### config.mk
export PLATFORM = sky130hd
export DESIGN_NAME = ll_search_scheduler
export DESIGN_NICKNAME = d
export VERILOG_FILES = /design/src/rtl/ll_pkg.sv /design/src/rtl/ll_rr_arbiter.sv /design/src/rtl/ll_search_scheduler.sv
export SDC_FILE = /design/constraint.sdc
export NUM_CORES = 1
export LEC_CHECK = 0
export CORE_ASPECT_RATIO = 0.9
export CORE_MARGIN = 10
export CORE_UTILIZATION = 28
export CTS_CLUSTER_SIZE = 16
export DETAILED_ROUTE_END_ITERATION = 10
export SYNTH_ARGS = -nofsm -noshare
export SYNTH_HDL_FRONTEND = slang
export SYNTH_HIERARCHICAL = 1
export SYNTH_SLANG_ARGS = --single-unit
export TNS_END_PERCENT = 20
### constraint.sdc
create_clock -name clk -period 3 [get_ports clk]
set_input_delay 0.6 -clock clk [delete_from_list [all_inputs] [get_ports clk]]
set_output_delay 0.6 -clock clk [all_outputs]
set_load 0.1 [all_outputs]
### src/rtl/ll_pkg.sv
// Shared types for the linked-list search scheduler: node word layout, FSM states, NULL address.
// The node_t widths match the scheduler's default address and payload widths.
package ll_pkg;
  localparam int LL_ADDR_W = 4;
  localparam int LL_DATA_W = 4;

  localparam logic [LL_ADDR_W-1:0] NULL_ADDR = '0;

  typedef struct packed {
    logic [LL_DATA_W-1:0] data;
    logic [LL_ADDR_W-1:0] next;
  } node_t;

  typedef enum logic [1:0] {IDLE, CHECK, WAIT, RESP} sched_state_e;
endpackage

### src/rtl/ll_rr_arbiter.sv
// Round-robin one-hot arbiter: the first asserted request at or after ptr wins.
// Purely combinational, no state; ptr is owned by the caller.
module ll_rr_arbiter
  import ll_pkg::*;
#(
  parameter int NUM_REQ = 4,
  localparam int ID_W = $clog2(NUM_REQ)
) (
  input  logic [NUM_REQ-1:0] req,
  input  logic [ID_W-1:0]    ptr,
  output logic [NUM_REQ-1:0] gnt,
  output logic [ID_W-1:0]    gnt_id
);
  logic            hit;
  logic [ID_W-1:0] idx;

  always_comb begin
    gnt    = '0;
    gnt_id = '0;
    hit    = 1'b0;
    idx    = '0;
    for (int k = 0; k < NUM_REQ; k++) begin
      idx = ID_W'((int'(ptr) + k) % NUM_REQ);
      if (!hit && req[idx]) begin
        hit      = 1'b1;
        gnt[idx] = 1'b1;
        gnt_id   = idx;
      end
    end
  end
endmodule

### src/rtl/ll_search_scheduler.sv
// Shares one node RAM among NUM_REQ searchers; result at accept+2+2*hops, held until rsp_ready.
// Only one search in flight; req_ready is low outside IDLE. LL_SCHED_STATS_EN adds response counters.
module ll_search_scheduler
  import ll_pkg::*;
#(
  parameter int ADDR_WIDTH = LL_ADDR_W,
  parameter int DATA_WIDTH = LL_DATA_W,
  parameter int NUM_REQ    = 4,
  parameter int MAX_HOPS   = 2**ADDR_WIDTH,
  localparam int ID_W  = $clog2(NUM_REQ),
  localparam int HOP_W = $clog2(MAX_HOPS+1)
) (
  input  logic                            clk,
  input  logic                            rst,
  input  logic [NUM_REQ-1:0]              req_valid,
  output logic [NUM_REQ-1:0]              req_ready,
  input  logic [NUM_REQ*ADDR_WIDTH-1:0]   req_start,
  input  logic [NUM_REQ*ADDR_WIDTH-1:0]   req_target,
  output logic                            mem_rd_en,
  output logic [ADDR_WIDTH-1:0]           mem_rd_addr,
  input  logic [ADDR_WIDTH+DATA_WIDTH-1:0] mem_rd_data,
  output logic                            rsp_valid,
  input  logic                            rsp_ready,
  output logic [ID_W-1:0]                 rsp_id,
  output logic                            rsp_found,
  output logic                            rsp_timeout,
  output logic [HOP_W-1:0]                rsp_hops,
  output logic                            busy
`ifdef LL_SCHED_STATS_EN
  ,
  input  logic                            stat_clr,
  output logic [15:0]                     stat_searches,
  output logic [15:0]                     stat_found,
  output logic [15:0]                     stat_timeouts
`endif
);
  localparam logic [ADDR_WIDTH-1:0] NULL_A = ADDR_WIDTH'(NULL_ADDR);

  sched_state_e          state_q, state_d;
  logic [ID_W-1:0]       ptr_q, ptr_d, id_q, id_d;
  logic [ADDR_WIDTH-1:0] curr_q, curr_d, target_q, target_d;
  logic [HOP_W-1:0]      hops_q, hops_d;
  logic                  rsp_valid_q, rsp_valid_d, rsp_found_q, rsp_found_d;
  logic                  rsp_timeout_q, rsp_timeout_d;
  logic [ID_W-1:0]       rsp_id_q, rsp_id_d;
  logic [HOP_W-1:0]      rsp_hops_q, rsp_hops_d;
  logic [NUM_REQ-1:0]    gnt;
  logic [ID_W-1:0]       gnt_id;
  logic                  unused_payload;

  // Only the next-link field of the node word steers the walk.
  assign unused_payload = ^mem_rd_data[ADDR_WIDTH+DATA_WIDTH-1:ADDR_WIDTH];

  ll_rr_arbiter #(.NUM_REQ(NUM_REQ)) u_arb (
    .req    (req_valid),
    .ptr    (ptr_q),
    .gnt    (gnt),
    .gnt_id (gnt_id)
  );

  always_comb begin
    state_d       = state_q;
    ptr_d         = ptr_q;
    id_d          = id_q;
    curr_d        = curr_q;
    target_d      = target_q;
    hops_d        = hops_q;
    rsp_valid_d   = rsp_valid_q;
    rsp_id_d      = rsp_id_q;
    rsp_found_d   = rsp_found_q;
    rsp_timeout_d = rsp_timeout_q;
    rsp_hops_d    = rsp_hops_q;
    req_ready     = '0;
    mem_rd_en     = 1'b0;
    mem_rd_addr   = '0;
    case (state_q)
      IDLE: begin
        req_ready = gnt;
        if (|gnt) begin
          id_d     = gnt_id;
          curr_d   = req_start[gnt_id*ADDR_WIDTH +: ADDR_WIDTH];
          target_d = req_target[gnt_id*ADDR_WIDTH +: ADDR_WIDTH];
          hops_d   = '0;
          ptr_d    = (gnt_id == ID_W'(NUM_REQ-1)) ? '0 : gnt_id + 1'b1;
          state_d  = CHECK;
        end
      end
      CHECK: begin
        // NULL beats a match, so a target of NULL never reports found.
        if (curr_q == NULL_A || curr_q == target_q || hops_q == HOP_W'(MAX_HOPS)) begin
          state_d       = RESP;
          rsp_valid_d   = 1'b1;
          rsp_id_d      = id_q;
          rsp_hops_d    = hops_q;
          rsp_found_d   = (curr_q != NULL_A) && (curr_q == target_q);
          rsp_timeout_d = (curr_q != NULL_A) && (curr_q != target_q);
        end else begin
          mem_rd_en   = 1'b1;
          mem_rd_addr = curr_q;
          hops_d      = hops_q + HOP_W'(1);
          state_d     = WAIT;
        end
      end
      WAIT: begin
        curr_d  = mem_rd_data[ADDR_WIDTH-1:0];
        state_d = CHECK;
      end
      RESP: begin
        if (rsp_ready) begin
          rsp_valid_d = 1'b0;
          state_d     = IDLE;
        end
      end
      default: state_d = IDLE;
    endcase
  end

  always_ff @(posedge clk) begin
    if (rst) begin
      state_q       <= IDLE;
      ptr_q         <= '0;
      id_q          <= '0;
      curr_q        <= '0;
      target_q      <= '0;
      hops_q        <= '0;
      rsp_valid_q   <= 1'b0;
      rsp_id_q      <= '0;
      rsp_found_q   <= 1'b0;
      rsp_timeout_q <= 1'b0;
      rsp_hops_q    <= '0;
    end else begin
      state_q       <= state_d;
      ptr_q         <= ptr_d;
      id_q          <= id_d;
      curr_q        <= curr_d;
      target_q      <= target_d;
      hops_q        <= hops_d;
      rsp_valid_q   <= rsp_valid_d;
      rsp_id_q      <= rsp_id_d;
      rsp_found_q   <= rsp_found_d;
      rsp_timeout_q <= rsp_timeout_d;
      rsp_hops_q    <= rsp_hops_d;
    end
  end

  assign rsp_valid   = rsp_valid_q;
  assign rsp_id      = rsp_id_q;
  assign rsp_found   = rsp_found_q;
  assign rsp_timeout = rsp_timeout_q;
  assign rsp_hops    = rsp_hops_q;
  assign busy        = (state_q != IDLE);

`ifdef LL_SCHED_STATS_EN
  logic [15:0] stat_searches_q, stat_searches_d;
  logic [15:0] stat_found_q, stat_found_d;
  logic [15:0] stat_timeouts_q, stat_timeouts_d;
  logic        rsp_hs;

  assign rsp_hs = rsp_valid_q & rsp_ready;

  always_comb begin
    stat_searches_d = stat_searches_q;
    stat_found_d    = stat_found_q;
    stat_timeouts_d = stat_timeouts_q;
    if (stat_clr) begin
      stat_searches_d = '0;
      stat_found_d    = '0;
      stat_timeouts_d = '0;
    end else if (rsp_hs) begin
      if (stat_searches_q != 16'hFFFF) stat_searches_d = stat_searches_q + 16'd1;
      if (rsp_found_q && stat_found_q != 16'hFFFF) stat_found_d = stat_found_q + 16'd1;
      if (rsp_timeout_q && stat_timeouts_q != 16'hFFFF) stat_timeouts_d = stat_timeouts_q + 16'd1;
    end
  end

  always_ff @(posedge clk) begin
    if (rst) begin
      stat_searches_q <= '0;
      stat_found_q    <= '0;
      stat_timeouts_q <= '0;
    end else begin
      stat_searches_q <= stat_searches_d;
      stat_found_q    <= stat_found_d;
      stat_timeouts_q <= stat_timeouts_d;
    end
  end

  assign stat_searches = stat_searches_q;
  assign stat_found    = stat_found_q;
  assign stat_timeouts = stat_timeouts_q;
`endif
endmodule

---- Word level (Yosys, flattened, before mapping) ----
Index checks and enable logic that the tools add are counted.
word-level totals
  RAM bits ................................ 0
  bits of input ports ..................... 47
  latch bits .............................. 0
  register bits after elaboration ......... 29
  bits in read-only memories .............. 0
  memories kept ........................... 0
  output and inout bits ................... 20
cells by class
  muxes and demuxes ....................... 45
  order comparisons ....................... 8
  multiply operators ...................... 0
  add/sub/neg operators ................... 5
  reduce and logical (&&, ||, !) cells .... 28
  equality and inequality tests ........... 11
  shift operators ......................... 2
  bitwise operators ....................... 3
  divide/modulo/power cells ............... 0
operator list
  kind                                                                count
  two-way mux 4 bit                                                   8
  indexed part select 16 x 5 -> 4 bit                                 2
  two-way mux 1 bit                                                   16
  two-way mux 2 bit                                                   7
  less-than comparator 2 x 3 -> 1 bit (second input constant)         4
  bitwise OR 4 bit                                                    3
  two-way mux 5 bit                                                   2
  one-hot mux 5 bit (2 select lines)                                  1
  logical AND 1 bit                                                   9
  binary-select mux 1 bit (select 2 bit)                              4
  demux 1 bit (select 2 bit)                                          4
  greater-or-equal comparator 2 x 1 -> 1 bit (second input constant)  4
  != test 2 bit (second input constant)                               4
  one-hot mux 2 bit (4 select lines)                                  1
  one-hot mux 4 bit (2 select lines)                                  1
  AND reduction 2 bit                                                 4
  nonzero test 2 bit                                                  4
  == test 2 bit (second input constant)                               3
  AND reduction 3 bit                                                 2
  adder 5 x 1 -> 5 bit (second input constant)                        1
  == test 5 bit (second input constant)                               1
  adder 2 x 1 -> 2 bit (second input constant)                        2
  adder 2 bit (second input constant)                                 2
  == test 4 bit                                                       1
  other kinds (9)                                                     12

---- Depth between registers and ports, before layout ----
Gate-level depths: netlist of run 1.
  word-level depth ........................ 15
  mapped depth ............................ 12
  depth with buffers taken out ............ 10

---- Hierarchy ----
Netlist of run 1, hierarchy kept.
by module, submodules not included
  module               instances  seq. area each (µm²)  cells an instance  area an instance (µm²)
  ll_search_scheduler  1          580.6                 170                1602.8
  ll_rr_arbiter        1          0.0                   48                 439.2

---- Worst setup path before layout of run 1 ----
Ideal clock, no wire load.
  path type ............................... register to output
  start ................................... register ptr_q[1]
  end ..................................... output port req_ready[0]
  arrival time ............................ 2.629 ns
  buffers on the path ..................... 0
  stages on the path, launching flop included .. 8
  setup slack ............................. -0.229 ns
  path through ............................ dfxtp_1 > inv_1 > ha_1 > mux4_2 > nor2b_4 > a221oi_1 > o2bb2ai_1 > and2_1
between the ends
  longest elaborated chain between the ends .. 13
  elaborated cells between the ends (all ways) .. 48
  those cells by class .................... 3 x add/sub; 8 x order compare; 24 x mux; 3 x bitwise; 10 x reduce/logical
RTL lines
  element                                                                       line                        text
  start, declared                                                               ll_search_scheduler.sv:40   logic [ID_W-1:0] ptr_q, ptr_d, id_q, id_d;
  start signal, assigned                                                        ll_search_scheduler.sv:133  ptr_q <= ptr_d;
  branches (longest 11 deep; another with less-than comparator 2 x 3 -> 1 bit)  -
  two-way mux 4 bit (*)                                                         ll_rr_arbiter.sv:24         if (!hit && req[idx]) begin
  named net gnt[0]                                                              ll_search_scheduler.sv:47   logic [NUM_REQ-1:0] gnt;
  two-way mux 4 bit (*)                                                         ll_search_scheduler.sv:76   case (state_q)
  end, declared                                                                 ll_search_scheduler.sv:16   output logic [NUM_REQ-1:0] req_ready,
Mark *: on every way through the listed nets, which the timed path passes. The select of a mux whose other input is x is not followed.

---- Worst setup path in the final report of run 1 ----
  start ................................... register ptr_q[1]
  end ..................................... output port req_ready[1]
The elaborated chain is that of the path after synthesis.

==> summary.md, run 1 <==
| Metric | Value |
|---|---|
| DRT antenna net count | 0 |
| Port bufs | 62 |
| Dpl cells | just under 400 |
| CP Capture Type | primary output |
| Maximum capacitance violations | 0 |
| Peak VDD IR | 0.377 mV |
| Fillers | between 600 and 700 |
| Core area | between 7000 and 8000 um^2 |
| Placed instance area | 2990 um^2 |
| Final HPWL DP | approximately 4700 um |
| CTS buffer count | 5 |
| Worst-path maximum fanout | 6 |
| DRT iter0 DRCs | 90 |
| Area growth syn-to-layout | 57.2% |
| Fraction of registers with async set or reset after synthesis | 0% |
| Vias in the first global route | ~2200 |
| DRT Pass-1 Iters | 4 |
| Tmin final | 2970 ps |
| Post-synthesis sequential area ratio | roughly 28% |
| Longest Clk Path Bufs | 2 |
| R2R setup slack | ~90 ps |
| Routability cong. | between 0.7 and 0.8 |
| Vias per inst | between 5 and 6 |
| Outcome | completed |
| Largest net degree at the start of global routing | 36 |
| Synth warn | 6 |
| WP data arrival | around 2400 ps |
| Post-Syn Area per Cell | between 9 and 10 um^2 |
| Post-synth cell types | 52 |
| Final slew viol count | 0 |
| CTS H-Tree Depth | 2 |
| Leak Pwr | ~1.2 nW |
| Clk_lat worst skew | roughly 280 ps |
| DR WL/cell | 14.8 um |
| Layout net count | roughly 370 |
| Initial antenna violation count | 0 |
| Die Ht | ~100 um |
| Drc violations | 0 |
| Clock tree root buffer cell | clkbuf_8 |
| Worst slew margin | 65.0% |
| RSZ-0062 raised after global routing | true |
| Most frequent cells in the layout | buf_4, clkdlybuf4s50_1, dfxtp_1 |
| Final Hold Fails | 0 |
| Die width | around 110 um |
| Most common cell after layout, fill and taps aside | buf_4 |
| Critical Path Source Type | flop |
| FMAX | between 300 and 400 MHz |
| Layout cells sized above 1 | ~34% |
| Reg clk slew, reported paths | ~60 ps |
| Post-layout util | 45.4% |
| Ant diodes | 0 |
| CTS sink count | 29 |
| CTS Hold Bufs | 0 |
| Fin cells | ~400 |
| Post-synthesis sequential element count | 29 |
| First-pass GRT wire length | approximately 10000 um |
| Pwr/cell area | 1140 nW/um^2 |
| Post-Syn Nets | about 270 |
| Mapped Cells | 218 |
| Rows | 29 |
| Main synth FF type | dfxtp_1 |
| Worst Tran Pin Value | 526 ps |
| TritonCTS clock tree | done |
| GRT Total Usage | around 11% |
| Setup Skew | between 1.5 and 2 ps |
| Post-Route WL | ~6000 um |
| DR vias | just over 2000 |
| Num ports | 67 |
| Die ar. | about 11000 um^2 |
| Final setup violation count | 0 |
| Worst Path Required | 2400 ps |
| EDFF count, synth | 0 |
| Hold WS | 466 ps |
| Fin crit share | a little over nine tenths |
| Worst setup path category | reg -> out |
| Hold/Removal Path Class | reg -> reg |
| Mapped Area | ~2000 um^2 |
| Design Area, Final | between 3000 and 4000 um^2 |
| Overflow after GRT | 0 |
| Setup TNS | 0 ps |
| Starting Density | between 20% and 30% |
## cell type report
cell class | instances | area (um^2) | area share (%)
Clock buffer | 7 | 86.3 | 2.69
Tap cell | 93 | 116 | 3.63
Sequential cell | 29 | 583 | 18.2
Timing Repair Buffer | 96 | 937 | 29.2
Inverter | 6 | 22.5 | 0.702
Multi-Input combinational cell | 172 | 1460 | 45.6
## worst max-delay path, cell delays in order (launching register included)
cell and delay (ps):
dfxtp_2 340, inv_2 60, ha_4 270, mux4_2 370, buf_6 160, nor2b_4 230
a221oi_2 110, o2bb2ai_2 190, and2_4 180, buf_12 170
## synthesized netlist by cell type, types with 3 or more instances
| cell type | number | area, um^2 |
|---|---|---|
| inv_1 | 6 | 22.5 |
| o2bb2ai_1 | 5 | 43.8 |
| and2_1 | 3 | 18.8 |
| and3_1 | 4 | 25.0 |
| nor2_1 | 12 | 45.0 |
| buf_2 | 4 | 20.0 |
| nand2_1 | 26 | 97.6 |
| nand3_1 | 7 | 35.0 |
| dfxtp_1 | 29 | 581 |
| or3_1 | 3 | 18.8 |
| a221oi_1 | 4 | 35.0 |
| mux4_2 | 12 | 270 |
| a31oi_1 | 3 | 18.8 |
| mux2i_1 | 6 | 60.1 |
| a21oi_1 | 15 | 75.1 |
| clkbuf_1 | 4 | 15.0 |
| ha_1 | 8 | 100 |
| a222oi_1 | 4 | 40.0 |
| o211ai_1 | 5 | 37.5 |
| o21ai_0 | 3 | 15.0 |
| xnor2_1 | 4 | 35.0 |
| nand2b_1 | 13 | 81.3 |
| nand4_1 | 3 | 18.8 |
| nor2b_1 | 5 | 31.3 |
## state kept, by name, indices dropped and copies added, names as in the netlist
signal / flops
ptr_q: 2
rsp_timeout: 1
curr_q: 4
rsp_valid: 1
rsp_hops: 5
rsp_id: 2
target_q: 4
hops_q: 5
id_q: 2
rsp_found: 1
state_q: 2
## metrics by stage
| stage | setup WS [ps] | total power [W] |
|---|---|---|
| after floorplan | -228 | 0.00237 |
| after detailed placement | -422 | 0.00317 |
| after global placement | -345 | 0.00312 |
| final | 34.9 | 0.00365 |
| after CTS | -7.76 | 0.00358 |
| after global routing | -57.2 | 0.00390 |
## repair_timing
item | in CTS | in global routing
gates resized for setup | 14 | 20
pin swaps | 3 | 9
setup endpoints to repair | 20 | 21
buffers inserted | 6 | 2
## report_power, final
part	switching, W	internal [W]
Combinational	0.00156	0.00115
Sequential	0.000118	0.000503
Clock	0.000139	0.000181
Total	0.00182	0.00183
## final timing paths
kind                                  from                       end  cells past startpoint
hold reg to reg   target_q[0]$_SDFFE_PP0P_  target_q[0]$_SDFFE_PP0P_                      2
setup reg to reg     ptr_q[1]$_SDFFE_PP0P_    curr_q[1]$_SDFFE_PP0P_                     10
hold / removal    target_q[0]$_SDFFE_PP0P_  target_q[0]$_SDFFE_PP0P_                      2
setup / recovery     ptr_q[1]$_SDFFE_PP0P_              req_ready[1]                      9
## routing by layer
layer / vias to the layer above / GRT usage, % / routed length [um]
li1: 1008 / - / -
met2: 61 / 16.7 / 2590
met5: - / 0 / 0
met4: 0 / 2.60 / 53
met1: 951 / 13.6 / 2760
met3: 7 / 4.99 / 547
## cells by family (layout without fill, tap and decap cells)
logic type	Yosys count	after routing	share of synthesized area (%)
and+or+nand+nor	92	92	26.5
xor gates and xnor gates	4	4	1.72
muxes	19	19	16.7
adders and majority gates	8	8	4.90
AOI/OAI and AO/OA	49	49	17.6
DFF	29	29	28.4
buffers and inverters	17	109	4.10
Power figures use the tool's default switching activity.
==> inputs of run 2 (changes only) <==
--- a/config.mk
+++ b/config.mk
@@ -10,6 +10,7 @@
 export CORE_UTILIZATION = 28
 export CTS_CLUSTER_SIZE = 16
 export DETAILED_ROUTE_END_ITERATION = 10
+export SKIP_CTS_REPAIR_TIMING = 1
 export SYNTH_ARGS = -nofsm -noshare
 export SYNTH_HDL_FRONTEND = slang
 export SYNTH_HIERARCHICAL = 1
==> run 2 against run 1 <==
Effect of this change: count of clock-buffer cells in the layout unchanged; sequential power about the same; total power shrank 0.52%; combinational power barely moved; routed wire length fell by 2.0%; utilization increased by 0.32 points; fmax is 0.92% lower; register-to-register slack lost 40 ps; clock skew grew 0.80 ps; critical path depth shrank 1; clock power hardly changed; hold slack hardly changed.
==> summary.md, run 2 (synthesis results as in run 1) <==
| Metric | Value |
|---|---|
| Outcome | completed |
| Die ar. | 11100 um^2 (unchanged) |
| Fin crit share | 99.8% (+0.92 points) |
| Worst setup path category | in -> out |
| Hold Startpoint | target_q[0]$_SDFFE_PP0P_ |
| Overflow after GRT | 0 (unchanged) |
| Global-route met3 utilization | 4.99% (unchanged) |
| CP Capture Type | primary output |
| R2r endpoint | curr_q[3]$_SDFFE_PP0P_ |
| Rows | 29 (unchanged) |
| CTS buffer count | 5 (unchanged) |
| WP data arrival | 2390 ps (+20 ps) |
| Initial antenna violation count | 0 (unchanged) |
| Layout net count | 364 (-0.27%) |
| DRT antenna net count | 0 (unchanged) |
| Vias per inst | 5.03 (about the same) |
| Num ports | 67 (unchanged) |
| Reg clk slew, reported paths | 60 ps (about the same) |
| Longest Clk Path Bufs | 2 (unchanged) |
| Crit path from | req_valid[2] |
| GRT Total Usage | 10.8% (-0.13 points) |
| RSZ-0062 raised after global routing | true |
| Fin cells | 402 (-0.25%) |
| Die Ht | 101 um (unchanged) |
| Final slew viol count | 0 (unchanged) |
| Hold/Removal Path Class | reg -> reg |
| Area of the multi-input gates | 1480 um^2 (+0.77%) |
| M2 GR Usage | 16.0% (-0.68 points) |
| Tmin final | 2990 ps (+27.5 ps) |
| Setup TNS | 0 ps (unchanged) |
| Maximum capacitance violations | 0 (unchanged) |
| Clk_lat worst skew | 280 ps (about the same) |
| CP cell instances | dlymetal6s2s_1, mux4_2, buf_6, nor3_4, buf_4, o2bb2ai_4, and2_4, buf_12 |
| Largest net degree at the start of global routing | 36 (unchanged) |
| TritonCTS clock tree | done |
| Peak VDD IR | 0.355 mV (-5.8%) |
| Final Hold Fails | 0 (unchanged) |
| R2R depth | 10 (unchanged) |
| Sequential power share | 17.1% (about the same) |
| DR WL/cell | 14.5 um (-1.8%) |
| DRT iter0 DRCs | 84 (-6.7%) |
| Area growth syn-to-layout | 58.3% |
| Clock share of power | 8.8% (about the same) |
| Post-Route WL | 5830 um (-2.0%) |
| Worst Tran Pin Value | 526 ps (+0.412 ps) |
| Leak Pwr | 1.25 nW (+2.1%) |
| Setup Skew | 2.76 ps (+0.805 ps) |
| Switch share | 49.8% (about the same) |
| First-pass GRT wire length | 9850 um (-1.6%) |
| Vias in the first global route | 2152 (-1.3%) |
| FMAX | 334 MHz (-0.92%) |
| Worst Path Required | 2400 ps (about the same) |
| Crit Reg-Reg Startpoint | ptr_q[1]$_SDFFE_PP0P_ |
| Fillers | 690 (-0.86%) |
| Pwr/cell area | 1120 nW/um^2 (-1.2%) |
| FF/Latch Area | 583 um^2 (unchanged) |
| DRT Pass-1 Iters | 4 (unchanged) |
| Layout cells sized above 1 | 31.4% (-2.5 points) |
| Dpl cells | 389 (unchanged) |
| CTS H-Tree Depth | 2 (unchanged) |
| Switching power | 0.00181 W (-0.50%) |
| Final HPWL DP | 4680 um (unchanged) |
| Met1 usage | 13.7% (+0.074 points) |
| Total power | 0.00363 W (-0.52%) |
| Die width | 110 um (unchanged) |
| Worst slew margin | 64.9% (about the same) |
| Starting Density | 28.9% (unchanged) |
| Gate power share | 74.1% (about the same) |
| Clock tree root buffer cell | clkbuf_8 |
| R2R setup slack | 50 ps (-40 ps) |
| Hold depth | 2 (unchanged) |
| CP max stage delay | 590 ps (+220 ps) |
| Most frequent cells in the layout | buf_4, clkdlybuf4s50_1, dfxtp_1 |
| Core area | 7080 um^2 (unchanged) |
| Critical Path Source Type | input pin |
| Critical-path top delay cell | mux4_2 |
| Ant diodes | 0 (unchanged) |
| Worst-path maximum fanout | 6 (unchanged) |
| DR vias | 2022 (-0.25%) |
| Hold Path Sink | target_q[0]$_SDFFE_PP0P_ |
| CTS sink count | 29 (unchanged) |
| Final setup violation count | 0 (unchanged) |
| Port bufs | 62 (unchanged) |
| Int Power | 0.00182 W (-0.55%) |
| Drc violations | 0 (unchanged) |
| Most common cell after layout, fill and taps aside | buf_4 |
| Grt peak-use layer | met2 |
| Routability cong. | 0.789 (unchanged) |
## run 2: cell count changes in the layout (fill, tap and decap cells not counted), sizes merged
cell | previous run | this run
buf | 54 | 53
dlymetal6s2s | 0 | 4
clkbuf | 11 | 7
## run 2: final cells by class
| cell class | instances | share of cell area (%) |
|---|---|---|
| multi-input cells | 172 | 45.6 |
| repair buffers | 95 | 29.3 |
| flip-flops and latches | 29 | 18.0 |
| well taps | 93 | 3.60 |
| clock buffers | 7 | 2.67 |
| inverters | 6 | 0.697 |
## run 2: routing by layer
| layer | up-vias | share of wire (%) |
|---|---|---|
| li1 | 1002 | - |
| met1 | 956 | 47 |
| met5 | - | 0 |
| met3 | 7 | 8.7 |
| met4 | 0 | 0.91 |
| met2 | 57 | 43 |
## run 2: power by group through the flow
stage / combinational (W) / clock (W) / sequential (W)
after floorplan: 0.00163 / 0 / 0.000735
after global placement: 0.00250 / 0 / 0.000625
after detailed placement: 0.00254 / 0 / 0.000627
after CTS: 0.00255 / 0.000330 / 0.000619
after global routing: 0.00290 / 0.000351 / 0.000639
final: 0.00269 / 0.000320 / 0.000621
## run 2: through the flow
| step | instance area [um^2] | utilization [%] | worst slack, ps | hold WS (ps) |
|---|---|---|---|---|
| after floorplan | 2040 | - | -228 | 437 |
| after global placement | 2990 | 42.2 | -345 | 446 |
| after detailed placement | 2990 | 42.2 | -422 | 458 |
| after CTS | 3080 | 43.5 | -334 | 466 |
| after global routing | 3230 | 45.7 | -117 | 482 |
| final | 3230 | 45.7 | 7.42 | 466 |
## run 2: how the worst max path moves through the flow
stage	endpoint	slack (ps)	cells past startpoint
final	req_ready[1]	7	8
after detailed placement	curr_q[1]$_SDFFE_PP0P_	-420	9
after CTS	req_ready[0]	-330	8
after global routing	req_ready[1]	-120	8
after floorplan	req_ready[1]	-230	7
after global placement	curr_q[0]$_SDFFE_PP0P_	-340	9
## run 2: worst max-delay path: cells and delay by family
| kind | cells | cell delay [ps] |
|---|---|---|
| muxes | 1 | 590 |
| and+or+nand+nor | 2 | 430 |
| AOI/OAI and AO/OA | 1 | 110 |
| buffers and inverters | 4 | 670 |
